### src/rtl/grid_line_clear_if.sv
// Bus between the line-clear sequencer, the game-control FSM (start/done/
// results) and the grid storage cell port (read/write).
interface grid_line_clear_if #(
  parameter int ROWS = 10,
  parameter int COLS = 10,
  parameter int CW   = 3
);
  localparam int RW  = $clog2(ROWS);
  localparam int CIW = $clog2(COLS);
  localparam int LW  = $clog2(ROWS + 1);

  logic           start;
  logic           busy;
  logic           done;
  logic [LW-1:0]  lines_cleared;
  logic [15:0]    score;
  logic [RW-1:0]  rd_row;
  logic [CIW-1:0] rd_col;
  logic [CW-1:0]  rd_data;
  logic           wr_en;
  logic [RW-1:0]  wr_row;
  logic [CIW-1:0] wr_col;
  logic [CW-1:0]  wr_data;

  // Sequencer side: owns the cell port and reports results.
  modport master (
    input  start, rd_data,
    output busy, done, lines_cleared, score,
    output rd_row, rd_col, wr_en, wr_row, wr_col, wr_data
  );

  // Environment side: game control plus grid storage.
  modport slave (
    output start, rd_data,
    input  busy, done, lines_cleared, score,
    input  rd_row, rd_col, wr_en, wr_row, wr_col, wr_data
  );
endinterface

### src/rtl/grid_line_clear.sv
// Line-clear sequencer: scans rows bottom-up, removes full rows by shifting
// everything above down one row, zero-fills row 0 and counts cleared rows.
// Optional running score enabled by defining GRID_LINE_CLEAR_SCORE_EN.
module grid_line_clear #(
  parameter int ROWS = 10,
  parameter int COLS = 10,
  parameter int CW   = 3
) (
  input  logic            clk,
  input  logic            rst,
  grid_line_clear_if.master bus
);
  localparam int RW  = $clog2(ROWS);
  localparam int CIW = $clog2(COLS);
  localparam int LW  = $clog2(ROWS + 1);
  localparam int NW  = $clog2(COLS + 1);

  localparam logic [NW-1:0] N_COLS = NW'(COLS);
  localparam logic [NW-1:0] N_LAST = NW'(COLS - 1);
  localparam logic [RW-1:0] R_TOP  = RW'(ROWS - 1);
  localparam logic [RW-1:0] R_ONE  = RW'(1);
  localparam logic [RW-1:0] R_TWO  = RW'(2);

  typedef enum logic [2:0] {IDLE, CHECK, COPY, CLEAR, DONE} state_t;

  state_t         state_q;
  logic [RW-1:0]  r_q;        // row under test
  logic [RW-1:0]  rr_q;       // destination row of the current copy
  logic [NW-1:0]  cnt_q;      // column / phase counter within a state
  logic           acc_q;      // running AND of non-zero cells in the row
  logic [LW-1:0]  lines_q;
  logic           busy_q, done_q;
  logic           wr_en_q, wr_copy_q;
  logic [RW-1:0]  wr_row_q, rd_row_q;
  logic [CIW-1:0] wr_col_q, rd_col_q;

  logic cell_nz;
  assign cell_nz = |bus.rd_data;

  // Sequencer FSM; all outputs except the copy data path are registered.
  always_ff @(posedge clk) begin
    if (rst) begin
      state_q   <= IDLE;
      r_q       <= '0;
      rr_q      <= '0;
      cnt_q     <= '0;
      acc_q     <= 1'b1;
      lines_q   <= '0;
      busy_q    <= 1'b0;
      done_q    <= 1'b0;
      wr_en_q   <= 1'b0;
      wr_copy_q <= 1'b0;
      wr_row_q  <= '0;
      wr_col_q  <= '0;
      rd_row_q  <= '0;
      rd_col_q  <= '0;
    end else begin
      done_q    <= 1'b0;
      wr_en_q   <= 1'b0;
      wr_copy_q <= 1'b0;
      case (state_q)
        IDLE: begin
          if (bus.start) begin
            state_q  <= CHECK;
            busy_q   <= 1'b1;
            r_q      <= R_TOP;
            lines_q  <= '0;
            cnt_q    <= '0;
            acc_q    <= 1'b1;
            rd_row_q <= R_TOP;
            rd_col_q <= '0;
          end
        end
        CHECK: begin
          // Data lags the address by one cycle, so cnt=k sees column k-1.
          if (cnt_q != '0) acc_q <= acc_q & cell_nz;
          if (cnt_q != N_COLS) begin
            cnt_q <= cnt_q + 1'b1;
            if (cnt_q != N_LAST) rd_col_q <= CIW'(cnt_q + 1'b1);
          end else begin
            cnt_q <= '0;
            acc_q <= 1'b1;
            if (acc_q && cell_nz) begin
              if (r_q == '0) begin
                // Nothing above row 0 to shift; just wipe it.
                state_q  <= CLEAR;
                wr_en_q  <= 1'b1;
                wr_row_q <= '0;
                wr_col_q <= '0;
              end else begin
                state_q  <= COPY;
                rr_q     <= r_q;
                rd_row_q <= r_q - 1'b1;
                rd_col_q <= '0;
              end
            end else if (r_q == '0) begin
              state_q <= DONE;
              done_q  <= 1'b1;
            end else begin
              r_q      <= r_q - 1'b1;
              rd_row_q <= r_q - 1'b1;
              rd_col_q <= '0;
            end
          end
        end
        COPY: begin
          // Read (rr-1,c) while writing (rr,c-1) with the data just returned.
          if (cnt_q != N_COLS) begin
            wr_en_q   <= 1'b1;
            wr_copy_q <= 1'b1;
            wr_row_q  <= rr_q;
            wr_col_q  <= CIW'(cnt_q);
            cnt_q     <= cnt_q + 1'b1;
            if (cnt_q != N_LAST) rd_col_q <= CIW'(cnt_q + 1'b1);
          end else begin
            cnt_q <= '0;
            rr_q  <= rr_q - 1'b1;
            if (rr_q == R_ONE) begin
              state_q  <= CLEAR;
              wr_en_q  <= 1'b1;
              wr_row_q <= '0;
              wr_col_q <= '0;
            end else begin
              rd_row_q <= rr_q - R_TWO;
              rd_col_q <= '0;
            end
          end
        end
        CLEAR: begin
          if (cnt_q != N_LAST) begin
            wr_en_q  <= 1'b1;
            wr_col_q <= CIW'(cnt_q + 1'b1);
            cnt_q    <= cnt_q + 1'b1;
          end else begin
            // Re-test the same row: it now holds what used to sit above it.
            cnt_q    <= '0;
            lines_q  <= lines_q + 1'b1;
            state_q  <= CHECK;
            acc_q    <= 1'b1;
            rd_row_q <= r_q;
            rd_col_q <= '0;
          end
        end
        DONE: begin
          state_q <= IDLE;
          busy_q  <= 1'b0;
        end
        default: state_q <= IDLE;
      endcase
    end
  end

  assign bus.busy          = busy_q;
  assign bus.done          = done_q;
  assign bus.lines_cleared = lines_q;
  assign bus.rd_row        = rd_row_q;
  assign bus.rd_col        = rd_col_q;
  assign bus.wr_en         = wr_en_q;
  assign bus.wr_row        = wr_row_q;
  assign bus.wr_col        = wr_col_q;
  // Copy writes forward the registered read data straight through; clears write 0.
  assign bus.wr_data       = wr_copy_q ? bus.rd_data : '0;

`ifdef GRID_LINE_CLEAR_SCORE_EN
  logic [15:0] score_q;
  logic [16:0] score_sum;

  function automatic logic [16:0] pts(input logic [LW-1:0] n);
    if (int'(n) == 0)      pts = 17'd0;
    else if (int'(n) == 1) pts = 17'd40;
    else if (int'(n) == 2) pts = 17'd100;
    else if (int'(n) == 3) pts = 17'd300;
    else                   pts = 17'd1200;
  endfunction

  assign score_sum = {1'b0, score_q} + pts(lines_q);

  // Saturating score accumulation on the DONE cycle.
  always_ff @(posedge clk) begin
    if (rst)                  score_q <= '0;
    else if (state_q == DONE) score_q <= score_sum[16] ? 16'hFFFF : score_sum[15:0];
  end

  assign bus.score = score_q;
`else
  assign bus.score = '0;
`endif
endmodule
### src/flat_wrapper.sv
// flat-port wrapper written by rule: the top's interface ports become plain ports
module grid_line_clear_flat 
#(
  parameter int ROWS = 10,
  parameter int COLS = 10,
  parameter int CW   = 3
)
  (clk, rst, bus_start, bus_rd_data, bus_busy, bus_done, bus_lines_cleared, bus_score, bus_rd_row, bus_rd_col, bus_wr_en, bus_wr_row, bus_wr_col, bus_wr_data);
  grid_line_clear_if #(.ROWS(ROWS), .COLS(COLS), .CW(CW)) bus_i ();
  input  logic clk;
  input  logic rst;
  input wire logic [$bits(bus_i.start)-1:0] bus_start;
  input wire logic [$bits(bus_i.rd_data)-1:0] bus_rd_data;
  output wire logic [$bits(bus_i.busy)-1:0] bus_busy;
  output wire logic [$bits(bus_i.done)-1:0] bus_done;
  output wire logic [$bits(bus_i.lines_cleared)-1:0] bus_lines_cleared;
  output wire logic [$bits(bus_i.score)-1:0] bus_score;
  output wire logic [$bits(bus_i.rd_row)-1:0] bus_rd_row;
  output wire logic [$bits(bus_i.rd_col)-1:0] bus_rd_col;
  output wire logic [$bits(bus_i.wr_en)-1:0] bus_wr_en;
  output wire logic [$bits(bus_i.wr_row)-1:0] bus_wr_row;
  output wire logic [$bits(bus_i.wr_col)-1:0] bus_wr_col;
  output wire logic [$bits(bus_i.wr_data)-1:0] bus_wr_data;
  assign bus_i.start = bus_start;
  assign bus_i.rd_data = bus_rd_data;
  assign bus_busy = bus_i.busy;
  assign bus_done = bus_i.done;
  assign bus_lines_cleared = bus_i.lines_cleared;
  assign bus_score = bus_i.score;
  assign bus_rd_row = bus_i.rd_row;
  assign bus_rd_col = bus_i.rd_col;
  assign bus_wr_en = bus_i.wr_en;
  assign bus_wr_row = bus_i.wr_row;
  assign bus_wr_col = bus_i.wr_col;
  assign bus_wr_data = bus_i.wr_data;
  grid_line_clear #(.ROWS(ROWS), .COLS(COLS), .CW(CW)) u_core (.clk(clk), .rst(rst), .bus(bus_i));
endmodule
### config.mk
export PLATFORM = sky130hd
export DESIGN_NAME = grid_line_clear_flat
export DESIGN_NICKNAME = d
export VERILOG_FILES = /design/src/rtl/grid_line_clear_if.sv /design/src/rtl/grid_line_clear.sv /design/src/flat_wrapper.sv
export SDC_FILE = /design/constraint.sdc
export NUM_CORES = 1
export LEC_CHECK = 0
export CORE_ASPECT_RATIO = 0.6
export CORE_MARGIN = 5
export CORE_UTILIZATION = 55
export DETAILED_ROUTE_END_ITERATION = 10
export PLACE_DENSITY = 0.83
export SETUP_SLACK_MARGIN = 0.02
export SLEW_MARGIN = 15
export SYNTH_ARGS = -nofsm -noshare
export SYNTH_HDL_FRONTEND = slang
export SYNTH_SLANG_ARGS = --single-unit
### constraint.sdc
create_clock -name clk -period 4.9 [get_ports clk]
set_clock_uncertainty 0.15 [all_clocks]
set_input_delay 0.98 -clock clk [delete_from_list [all_inputs] [get_ports clk]]
set_output_delay 0.98 -clock clk [all_outputs]
set_load 0.03 [all_outputs]
After elaboration in Yosys (flattened, before gate mapping) --
Cells that the tools add are included.
Cells by class: add/subtract/negate cells 5, equality and inequality tests 23, multiplexer cells 61, bitwise gates (word level) 3, reductions and logical operators 27
Operators with widths (number):
- 4-bit two-way mux | 29
- 4-bit case mux with 2 select lines | 4
- 4-bit case mux with 4 select lines | 2
- 3-bit two-way mux | 8
- 4-bit case mux with 3 select lines | 2
- 5-bit AND reduction | 4
- 2-bit inequality test, second input constant | 7
- 1-bit two-way mux | 12
- 3-bit case mux with 4 select lines | 1
- 6-bit AND reduction | 2
- 3-bit by 2-bit inequality test with 1-bit output, second input constant | 3
- 3-bit nonzero test | 3
- 4-bit by 1-bit adder with 4-bit output, second input constant | 2
- 2-bit by 1-bit inequality test with 1-bit output, second input constant | 4
- 4-bit inequality test, second input constant | 2
- 2-bit nonzero test | 4
- 4-bit nonzero test | 2
- 4-bit by 1-bit subtractor with 4-bit output, second input constant | 2
- 7-bit AND reduction | 1
- 3-bit by 2-bit == test with 1-bit output, second input constant | 2
- 3-bit by 1-bit inequality test with 1-bit output, second input constant | 2
- 1-bit case mux with 3 select lines | 2
- 4-bit by 1-bit == test with 1-bit output, second input constant | 1
- 4-bit logical NOT | 1
- 14 further kinds | 17
Word-level totals: flip-flop bits (word level) 40, input bits 6, output and inout bits 42

Longest topological paths before layout --
Gate-level depths: netlist (run 1).
depth in word-level cells 5, depth in mapped cells 8, depth with buffers taken out 6

Worst setup path after synthesis (run 1) --
Ideal clock, no wire load.
path kind input-to-output, from in bus_rd_data[0], to out bus_wr_data[0], arrival 1.256 ns, slack 2.514 ns, stages 1, buffers on the path 0, cell sequence and2_1
Between the ends: cells in the longest elaborated chain, start to end 1
Ends and longest elaborated chain:
- start, declared | line flat_wrapper.sv:13 | input wire logic [$bits(bus_i.rd_data)-1:0] bus_rd_data;
- 3-bit two-way mux | line grid_line_clear.sv:162 | assign bus.wr_data = wr_copy_q ? bus.rd_data : '0;
- end, declared | line flat_wrapper.sv:23 | output wire logic [$bits(bus_i.wr_data)-1:0] bus_wr_data;
Every way passes these cells.

Worst setup path after layout (run 1) --
Same ends and word-level chain as after synthesis.

==> results of run 1 <==
## report_power, final
group / internal (W) / switching [W]
Clock: 0.000125 / 0.000114
Sequential: 0.000338 / 0.0000252
Combinational: 0.0000707 / 0.000113
Total: 0.000534 / 0.000252
## synth_stat cells, types with 6 or more instances
master    number
dfxtp_1       40
nand2_1       25
buf_4         20
nor2_1        16
nor3_1        15
o21ai_0       13
a21oi_1       11
ha_1          11
inv_1         11
mux2i_1       11
nand3_1        9
clkbuf_1       7
buf_2          6
## worst max path at each step
stage | start | to | slack [ns] | cells after the start
final | bus_rd_data[0] | bus_wr_data[0] | 1.45 | 3
after global placement | bus_rd_data[2] | bus_wr_data[2] | 1.49 | 3
after global routing | bus_rd_data[2] | bus_wr_data[2] | 1.41 | 3
after floorplan | bus_rd_data[0] | bus_wr_data[0] | 2.51 | 1
after detailed placement | bus_rd_data[0] | bus_wr_data[0] | 1.44 | 3
after CTS | bus_rd_data[0] | bus_wr_data[0] | 1.45 | 3
## per-stage QoR
| stage | std cells | hold WS, ns | utilization (%) |
|---|---|---|---|
| 4_1_cts | 388 | 0.304 | 64.4 |
| 2_1_floorplan | 323 | 0.320 | - |
| 3_5_place_dp | 381 | 0.294 | 62.3 |
| 5_1_grt | 388 | 0.327 | 64.4 |
| 3_3_place_gp | 381 | 0.295 | 62.3 |
| 6_report | 388 | 0.302 | 64.4 |
## area by class of cell
cell class              count  area (um^2)
fillers                   423         1650
clock buffers               7         96.3
multi-input cells         234         1650
flip-flops and latches     40          801
repair buffers             32          318
inverters                  12         45.0
well taps                  63         78.8
## sequential cells by signal, indices dropped and copies added (netlist names)
signal	flops
u_core.bus.lines_cleared	4
u_core.bus.rd_col	4
u_core.bus.rd_row	4
u_core.bus.wr_col	4
u_core.bus.wr_row	4
u_core.cnt_q	4
u_core.r_q	4
u_core.rr_q	4
u_core.state_q	3
u_core.acc_q	1
u_core.bus.busy	1
u_core.bus.done	1
u_core.bus.wr_en	1
u_core.wr_copy_q	1
## per-layer routing
layer,wire length [um],share of wire [%]
met5,0,0
met2,2700,42
met3,519,8.1
met1,3080,48
met4,106,1.7
## tightest hold or removal path, cell delays in order (launching register included)
cell and delay, ns:
dfxtp_1 0.31, nand2_1 0.05, o21ai_1 0.05
## cells by family after synthesis
kind of cell,count (synthesis),synth area share [%]
simple gates,116,26.2
compound gates,70,20.3
mux,13,4.95
flops,40,29.9
buf+inv,49,10.8
fa+ha+maj,11,5.14
other cells,1,0.140
xor+xnor,8,2.61
==> summary.txt, run 1 <==
run status - completed
I/O pin count - 48
Critical Path AT - 2.32 ns
iteration count of the initial detailed-routing pass - 4
reg-to-reg slack, setup - 2.18 ns
post-DP HPWL - 4730 um
Vias per Instance - 5.98
crit path buf inv count - 2
Setup Slack @ Placement - 1.44 ns
crit path time final - 3.45 ns
flop and latch count out of synthesis - 40
H-tree lvl count - 2
Top Family by Delay on Critical Path - buffers and inverters
most frequent cells in the layout - dfxtp_1, clkdlybuf4s50_1, nand2_1, nor2_1, conb_1
Crit path top cell by count - clkdlybuf4s50_1
postcts setup bufs - 0
Tot Pwr - 0.000786 W
total gr overflow - 0
largest net degree at the start of global routing - 36
area grow syn2layout - 11.4%
Post-CTS Resized - 0
Final nets - 342
LEAKAGE - 1.05 nW
CP Class - in -> out
IO buf count - 31
clock latency on the worst-skew pair - 0.30 ns
Post-synth top flop - dfxtp_1
met2 GRT Util - 27.1%
DIE HEIGHT - 64.1 um
TritonCTS Buffers - 5
commonest non-fill, non-tap cell in the layout - dfxtp_1
share of Yosys cell area claimed by the top area cell type - 29.9%
Total Routed Length - 6400 um
Fmax - 0.290 GHz
period utilisation layout - 70.4%
Worst-Margin Slew - 1.16 ns
largest stage delay on the critical path - 0.67 ns
clock-pin slew on the worst setup and hold paths - 0.07 ns
CTS sink count - 40
GRT Overall Usage - 20.3%
post-synth top area cell - dfxtp_1
CORE AREA - 4640 um^2
final worst slack - 1.45 ns
slowest stage cell on the critical path - clkdlybuf4s50_1
endpoints failing setup - 0
ANT cells - 0
Placer Congestion - 0.940
die area - 6410 um^2
GRT met1 Usage - 29.9%
CTS tree - done
worst r2r dst - u_core.bus.rd_row[1]
ratio of cells with drive above 1 in the final layout - 8.92%
synthesized cell area - 2680 um^2
Slew Viols, Final - 0
clock tree buffer depth - 2
Post-synth EDFFs - 0
drt initial violations - 220
root buf cell - clkbuf_8
gr busiest metal - met1
Hold EP - u_core.bus.wr_col[3]
asr flop ratio synth - 0%
Final Instance Area - 2990 um^2
Pwr Density - 263 nW/um^2
Final Hold Viols - 0
Warnings, synthesis - 0
DRC Markers - 0
Max Cap Viol - 0
Worst Hold Class - reg -> reg
Hold Startpoint - u_core.bus.wr_col[3]
Max VDD drop - 146 uV
Avg Inst Size Synth - 8.70 um^2
wire per inst - 16.5 um
Critical Path End Type - output port
Crit path required time - 3.77 ns
CP cell instances - clkdlybuf4s50_1, and2_1, clkdlybuf4s50_1
R2R depth - 4
row cnt - 19
M3 GR Usage - 6.74%
Netlist cell types - 69
initial antenna violation count - 0
largest cells by area after synthesis - dfxtp_1, buf_4, ha_1
worst hold stages - 2
vias in the first global route - 2051
Seq/Total Area, Yosys - 29.9%
Crit Path Max Fanout - 3
Post-CTS Hold Buffers - 0
FF-to-FF Start - u_core.state_q[0]
dpl cell area - 2890 um^2
CP startpoint kind - primary input
Detail Route Antenna Nets - 0
Synth Instances - 308
vias - 2319
slew margin rel. - 22.7%
post-route setup TNS - 0 ns
first-pass GRT wire length - 10400 um
Die X - 100 um
RSZ-0062 raised after global routing - no
Starting Density - 57.8%
No activity file was read; power rests on OpenSTA's default activity.
==> run 2, diff against run 1 <==
--- a/config.mk
+++ b/config.mk
@@ -7,9 +7,9 @@
 export LEC_CHECK = 0
 export CORE_ASPECT_RATIO = 0.6
 export CORE_MARGIN = 5
-export CORE_UTILIZATION = 55
+export CORE_UTILIZATION = 48
 export DETAILED_ROUTE_END_ITERATION = 10
-export PLACE_DENSITY = 0.83
+export PLACE_DENSITY = 0.77
 export SETUP_SLACK_MARGIN = 0.02
 export SLEW_MARGIN = 15
 export SYNTH_ARGS = -nofsm -noshare
==> constraint.sdc (replaced) <==
create_clock -name clk -period 2.9 [get_ports clk]
set_clock_uncertainty 0.15 [all_clocks]
set_input_delay 0.58 -clock clk [delete_from_list [all_inputs] [get_ports clk]]
set_output_delay 0.58 -clock clk [all_outputs]
set_load 0.03 [all_outputs]
==> run 2 against run 1 <==
Cell count is 4.6% higher. First-iteration DRC count is 8.6% higher. Count of clock-buffer cells in the layout stayed put. Largest power group unchanged. Sequential share of layout area decreased by 1.0 points. Sequential power is 66% higher.
==> summary.txt, run 2 (synthesis results as in run 1) <==
clock latency on the worst-skew pair - 0.30 ns (about the same)
Critical Path End Type - output port
worst hold stages - 2 (unchanged)
CP Class - in -> out
TritonCTS Buffers - 5 (unchanged)
crit path buf inv count - 2 (unchanged)
CORE AREA - 5490 um^2 (+18%)
met2 GRT Util - 29.6% (+2.4 points)
Die X - 106 um (+6.3%)
H-tree lvl count - 2 (unchanged)
Total Routed Length - 6640 um (+3.8%)
wire per inst - 16.4 um (-0.84%)
clock-pin slew on the worst setup and hold paths - 0.08 ns (about the same)
initial antenna violation count - 0 (unchanged)
period utilisation layout - 91.2%
Final nets - 353 (+3.2%)
Critical Path AT - 1.91 ns (-0.41 ns)
Top Family by Delay on Critical Path - buffers and inverters
Post-CTS Hold Buffers - 0 (unchanged)
DRC Markers - 0 (unchanged)
GRT met1 Usage - 27.2% (-2.7 points)
IO buf count - 31 (unchanged)
LEAKAGE - 1.12 nW (+6.5%)
largest stage delay on the critical path - 0.68 ns (about the same)
Placer Congestion - 0.903 (-3.9%)
vias - 2381 (+2.7%)
reg-to-reg slack, setup - 0.60 ns (-1.58 ns)
drt initial violations - 239 (+8.6%)
slowest stage cell on the critical path - clkdlybuf4s50_1
vias in the first global route - 2199 (+7.2%)
ANT cells - 0 (unchanged)
Max Cap Viol - 0 (unchanged)
final core utilization - 56.6% (-7.8 points)
endpoints failing setup - 0 (unchanged)
DIE HEIGHT - 67.9 um (+5.9%)
R2R depth - 6 (+2)
GRT Overall Usage - 18.9% (-1.3 points)
root buf cell - clkbuf_8
Crit Path Max Fanout - 3 (unchanged)
slew margin rel. - 61.1% (+38 points)
Hold EP - u_core.bus.wr_col[2]
row cnt - 21 (+2)
Detail Route Antenna Nets - 0 (unchanged)
crit path time final - 2.64 ns
RSZ-0062 raised after global routing - no
area grow syn2layout - 15.9%
I/O pin count - 48 (unchanged)
first-pass GRT wire length - 10900 um (+4.9%)
Crit path top cell by count - clkdlybuf4s50_1
CTS sink count - 40 (unchanged)
M3 GR Usage - 4.62% (-2.1 points)
Vias per Instance - 5.86 (-1.9%)
Final Hold Viols - 0 (unchanged)
run status - completed
CP cell instances - clkdlybuf4s50_1, and2_1, clkdlybuf4s50_1
clock tree buffer depth - 2 (unchanged)
FF-to-FF Start - u_core.cnt_q[0]
largest net degree at the start of global routing - 22 (-39%)
CTS tree - done
Starting Density - 48.8% (-9.0 points)
Slew Viols, Final - 0 (unchanged)
die area - 7230 um^2 (+13%)
Pwr Density - 465 nW/um^2 (+76%)
postcts setup bufs - 0 (unchanged)
Worst Hold Class - reg -> reg
Crit path required time - 2.17 ns (-1.60 ns)
CP startpoint kind - primary input
ratio of cells with drive above 1 in the final layout - 12.2% (+3.2 points)
gr busiest metal - met2
Post-CTS Resized - 0 (unchanged)
Worst-Margin Slew - 0.583 ns (-0.575 ns)
commonest non-fill, non-tap cell in the layout - dfxtp_1
iteration count of the initial detailed-routing pass - 5 (+1)
fillers - 492 (+16%)
total gr overflow - 0 (unchanged)
Fmax - 0.378 GHz
Max VDD drop - 220 uV (+50%)
post-route setup TNS - 0 ns (unchanged)
Hold Startpoint - u_core.bus.wr_col[2]
most frequent cells in the layout - dfxtp_1, clkdlybuf4s50_1, nand2_1, nor2_1, conb_1
worst r2r dst - u_core.bus.rd_row[1]
post-DP HPWL - 4970 um (+5.1%)
## run 2: layer usage
layer | vias up | routed length (um) | part of all wire, %
li1 | 1143 | - | -
met1 | 1138 | 3190 | 48
met2 | 96 | 2920 | 44
met3 | 4 | 496 | 7.5
met4 | 0 | 32 | 0.48
met5 | - | 0 | 0
## run 2: metrics by stage
stage	area, um^2	setup slack (ns)	total power, W	cells	hold slack, ns
floorplan	2740	0.789	0.000873	323	0.320
global placement	2980	0.295	0.000933	398	0.294
detailed placement	2980	0.244	0.000941	398	0.301
CTS	3110	0.247	0.00145	406	0.314
global route	3110	0.212	0.00150	406	0.344
finish	3110	0.255	0.00144	406	0.309
## run 2: how the worst max path moves through the flow
stage               startpoint                    to  depth (start not counted)
2_1_floorplan  u_core.cnt_q[0]  u_core.bus.rd_row[1]                          6
3_3_place_gp    bus_rd_data[2]        bus_wr_data[2]                          3
3_5_place_dp    bus_rd_data[0]        bus_wr_data[0]                          3
4_1_cts         bus_rd_data[0]        bus_wr_data[0]                          3
5_1_grt         bus_rd_data[0]        bus_wr_data[0]                          3
6_report        bus_rd_data[0]        bus_wr_data[0]                          3
## run 2: final cells by class
class / count / area [um^2] / share of cell area [%]
sequential: 40 / 801 / 25.8
timing repair buffer: 43 / 400 / 12.9
inverter: 12 / 45.0 / 1.45
tap: 69 / 86.3 / 2.78
clock inverter: 1 / 30.0 / 0.967
clock buffer: 7 / 96.3 / 3.10
multi-input combinational: 234 / 1650 / 53.0
## run 2: where the power goes
group	leakage [nW]	internal, W	switching (W)
clock network	0.0645	0.000304	0.000202
logic	0.734	0.000129	0.000206
registers	0.324	0.000571	0.0000316
## run 2: worst register-to-register path, stage by stage (launching register included)
cell      delay, ns
dfxtp_1        0.47
inv_1          0.15
ha_1           0.27
and3b_1        0.22
o32ai_2        0.31
nand3b_2       0.26
mux2_1         0.35
==> run 3, diff against run 2 <==
--- a/config.mk
+++ b/config.mk
@@ -8,6 +8,7 @@
 export CORE_ASPECT_RATIO = 0.6
 export CORE_MARGIN = 5
 export CORE_UTILIZATION = 48
+export CTS_CLUSTER_SIZE = 28
 export DETAILED_ROUTE_END_ITERATION = 10
 export PLACE_DENSITY = 0.77
 export SETUP_SLACK_MARGIN = 0.02
==> results of run 3 <==
No change in the layout: final DEF, timing and power equal those of run 2.
